**src/rtl/fetch_ctrl.sv**
```systemverilog
// Instruction fetch sequencer: owns the PC, prefetches from a combinational
// instruction memory into a small FIFO and hands {pc, instr} to decode.
module fetch_ctrl #(
  parameter logic [31:0] RESET_PC = 32'h0000_0000,
  parameter int unsigned DEPTH    = 2
) (
  input  logic                       clk,
  input  logic                       reset,
  output logic [31:0]                imem_addr,
  input  logic [31:0]                imem_instr,
  input  logic                       redirect_valid,
  input  logic [31:0]                redirect_pc,
  input  logic                       halt,
  output logic                       if_valid,
  output logic [31:0]                if_pc,
  output logic [31:0]                if_instr,
  input  logic                       if_ready,
  output logic [$clog2(DEPTH):0]     fifo_count,
  output logic [1:0]                 state_o
);

  localparam int unsigned PW = $clog2(DEPTH);
  localparam int unsigned CW = PW + 1;

  typedef enum logic [1:0] {
    BOOT = 2'd0,
    RUN  = 2'd1,
    HALT = 2'd2
  } state_t;

  state_t          state;
  logic [31:0]     fetch_pc;
  logic [31:0]     pc_mem    [DEPTH];
  logic [31:0]     instr_mem [DEPTH];
  logic [PW-1:0]   rd_ptr;
  logic [PW-1:0]   wr_ptr;
  logic [CW-1:0]   count;

  logic pop;
  logic push;
  logic redirect_en;
  logic unused_lo;

  assign unused_lo   = ^redirect_pc[1:0];
  assign imem_addr   = fetch_pc;
  assign if_valid    = (count != '0);
  assign if_pc       = pc_mem[rd_ptr];
  assign if_instr    = instr_mem[rd_ptr];
  assign fifo_count  = count;
  assign state_o     = state;

  assign pop         = if_valid & if_ready;
  assign redirect_en = redirect_valid & (state != BOOT);
  assign push        = (state == RUN) & ~halt & ~redirect_valid &
                       ((count < CW'(DEPTH)) | pop);

  always_ff @(posedge clk) begin
    if (reset) begin
      state    <= BOOT;
      fetch_pc <= RESET_PC;
      rd_ptr   <= '0;
      wr_ptr   <= '0;
      count    <= '0;
      for (int unsigned i = 0; i < DEPTH; i++) begin
        pc_mem[i]    <= '0;
        instr_mem[i] <= '0;
      end
    end else begin
      case (state)
        BOOT:    state <= RUN;
        RUN:     state <= halt ? HALT : RUN;
        HALT:    state <= halt ? HALT : RUN;
        default: state <= BOOT;
      endcase

      if (redirect_en) begin
        // Flush by collapsing the tail onto the head so the head storage keeps
        // showing the last presented entry while the FIFO is empty.
        wr_ptr   <= rd_ptr;
        count    <= '0;
        fetch_pc <= {redirect_pc[31:2], 2'b00};
      end else begin
        if (push) begin
          pc_mem[wr_ptr]    <= fetch_pc;
          instr_mem[wr_ptr] <= imem_instr;
          wr_ptr            <= wr_ptr + PW'(1);
          fetch_pc          <= fetch_pc + 32'd4;
        end
        if (pop) begin
          rd_ptr <= rd_ptr + PW'(1);
        end
        case ({push, pop})
          2'b10:   count <= count + CW'(1);
          2'b01:   count <= count - CW'(1);
          default: count <= count;
        endcase
      end
    end
  end

endmodule

```
**config.mk**
```make
export PLATFORM = sky130hd
export DESIGN_NAME = fetch_ctrl
export DESIGN_NICKNAME = d
export VERILOG_FILES = /design/src/rtl/fetch_ctrl.sv
export SDC_FILE = /design/constraint.sdc
export NUM_CORES = 1
export LEC_CHECK = 0
export BUFFER_PORTS_ARGS = -buffer_cell sky130_fd_sc_hd__buf_2
export CAP_MARGIN = 20
export CORE_ASPECT_RATIO = 0.7
export CORE_UTILIZATION = 47
export DETAILED_ROUTE_END_ITERATION = 16
export PLACE_DENSITY = 0.82
export SLEW_MARGIN = 0
export SYNTH_ARGS = -nofsm -noshare
export SYNTH_HDL_FRONTEND = slang
export SYNTH_SLANG_ARGS = --single-unit
```
**constraint.sdc**
```tcl
create_clock -name clk -period 8.85 [get_ports clk]
set_input_delay 0.4425 -clock clk [delete_from_list [all_inputs] [get_ports clk]]
set_output_delay 0.4425 -clock clk [all_outputs]
set_load 0.01 [all_outputs]
```
==> impl_metrics.yaml <==
outcome:
  status: "completed"
floorplan:
  rows: 37
  start_util: 0.489
  fp.coreArea_sq_mm: 0.0150
  die_area_sq_mm: 0.0161
  die_height_microns: 106
  io_pins: 170
  fp.dieW_microns: 151
route:
  ant_nets: 0
  viasPerCell: 5.37
  via_count: 5038
  drtPass1Iterations: 5
  drcViolationCount: 0
  routed_wirelength_microns: 16300
  routedWlPerCell_microns: 17.4
  first_iter_violations: 374
place:
  hpwl_microns: 10500
  gp_congestion: 0.817
  portBuffers: 163
cells_and_area:
  num_antenna_cells: 0
  fill_cells: 1218
  multiInputGateArea_sq_mm: 0.00267
  drive_gt1_frac: 0.365
  regArea_sq_mm: 0.00447
  final_net_count: 804
  fin_util: 0.589
  syn2layout_area_growth_pct: 20.3
pwr:
  max-vdd-ir-drop_mv: 0.139
  p_leak_nw: 3.58
  pwr_density_cell_mw_per_mm2: 197
cts:
  cts_buffers: 17
  worstSkewPairLatency_ns: 0.42
  post_cts.repair.setup_buffers: 0
  tritoncts: "done"
  cts.clk_slew.worst_paths_ns: 0.06
  cts_root_buf: "clkbuf_16"
  cts_resized: 0
  cts_sinks: 161
  hold_buffers: 0
  cts_buffer_depth: 2
  htree_levels: 4
worst_setup_path:
  crit_path_end_kind: "register"
  critPathTopFamily: "simple AND/OR/NAND/NOR gates"
  cp_slowest_stage_delay_ns: 0.64
  start_kind: "register"
  crit_slowest_cell: "buf_4"
  cp_common_cell: "nor3b_2"
  setup.worst_path.class: "reg -> reg"
  path_cells: "ha_1 > nor3b_2 > and2_1 > inv_2 > nor3b_2 > or2_2 > buf_4"
  crit_required_ns: 8.89
  cp.arrival_ns: 2.77
  critPathMaxFanout: 58
  crit_buf_inv: 2
sta:
  fin_skew_ns: 0.0140
  fmax_ghz: 0.366
  final-setup-viol-count: 0
  fin_crit_ns: 2.73
  rsz0062_at_grt: "false"
  fin_crit_sh: 0.308
  slew_violations: 0
  hold_violations: 0
  finalSetupTns_ns: 0
  worst_pin_slew_ns: 1.07
  slew-limit-headroom: 0.288
synth:
  avgSynthCellArea_sq_um: 12.6
  synth_edf_count: 124
  ys.flop_type: "edfxtp_1"
  yosysSeqAreaShare: 0.610
  synthDominantCellAreaShare: 0.509
  synth_area_leaders: "edfxtp_1 (51%), and2_1 (11%), dfxtp_1 (10%)"
  synth_warnings: 0
  synth_most_common_cell: "and2_1"
  synth_common_cells: "and2_1 (128), edfxtp_1 (124), mux2_2 (62)"
  synth_top_area_cell: "edfxtp_1"
  ys_seq_elements: 161
  yosysUniqueCellTypes: 40
  async_reset_ff_frac: 0
  syn_inst: 581
  netlist_area_sq_mm: 0.00731
global_routing:
  grt_usage: 0.209
  antenna_found_initial: 0
  grt_first_pass_wirelength_microns: 25400
  first_global_vias: 5024
  grt_max_degree: 63
  overflow: 0
flow_run:
  cap_violations: 0
hold_path:
  hold_path.class: "in -> reg"
sequential cells by signal, summed over array words and instances, names as in the netlist, named ones only:
register,count
fifo_count,2
imem_addr,30
pc_mem,60
rd_ptr,1
instr_mem,64
wr_ptr,1
state_o,2
placed cells by master, fill, tap and decap left out, types with 7 or more instances in the layout:
cell type / synthesis / layout
nand3_1: 17 / 17
dfxtp_1: 37 / 36
mux2_2: 62 / 62
a311oi_1: 9 / 9
a211oi_1: 14 / 14
or3_1: 7 / 7
buf_2: 2 / 164
nor2_1: 28 / 28
and2_1: 128 / 128
nand2_1: 20 / 20
clkbuf_16: 0 / 17
edfxtp_1: 124 / 124
a21oi_1: 7 / 7
xor2_1: 14 / 14
power by group:
group          switching [mW]  leakage [nW]  internal (mW)
registers              0.0325          1.59          0.854
clock network           0.276         0.274          0.399
logic                  0.0991          1.72         0.0769
worst register-to-register path, cell delays in order, from the launching register on:
cell and delay [ns]:
dfxtp_1 0.39, ha_1 0.16, nor3b_2 0.23, and2_1 0.30, inv_2 0.16, nor3b_2 0.20
or2_2 0.20, buf_4 0.64
kinds of logic after synthesis:
kind of cell,after synthesis,share of synthesized area
other cells,1,0.000513
simple gates,238,0.188
mux,62,0.0954
compound gates,48,0.0469
xor+xnor,18,0.0216
flops,161,0.610
buf+inv,48,0.0286
fa+ha+maj,5,0.00855
routing by layer:
layer  GRT usage  vias up  routed length [microns]
li1            -     2377                        -
met1       0.268     2425                     7110
met2       0.344      222                     7730
met3      0.0588       14                     1300
met4      0.0629        0                      141
met5           0        -                        0
layout make-up:
| type | count | share of cell area |
|---|---|---|
| clock buffer | 22 | 0.0527 |
| clock inverter | 10 | 0.00938 |
| inverter | 6 | 0.00256 |
| multi-input combinational | 375 | 0.303 |
| sequential | 161 | 0.507 |
| tap | 195 | 0.0277 |
| timing repair buffer | 169 | 0.0975 |
stage by stage:
stage / instances / hold slack, ns / total power [mW] / area (sq um) / worst slack (ns)
CTS: 937 / 0.261 / 1.75 / 8800 / 6.12
global route: 938 / 0.276 / 1.80 / 8800 / 5.91
finish: 938 / 0.286 / 1.74 / 8800 / 6.12
global placement: 905 / 0.496 / 1.07 / 8250 / 6.11
floorplan: 584 / 0.489 / 0.998 / 7330 / 5.82
detailed placement: 905 / 0.505 / 1.08 / 8250 / 6.08
worst paths after layout:
path	start	to	slack [ns]	cells after the start
setup / recovery	state_o[0]	pc_mem[1][3]	6.12	7
hold / removal	halt	state_o[1]	0.29	3
setup reg to reg	state_o[0]	pc_mem[1][3]	6.12	7
hold reg to reg	rd_ptr	wr_ptr	0.51	2
No activity file was read; power rests on OpenSTA's default activity.
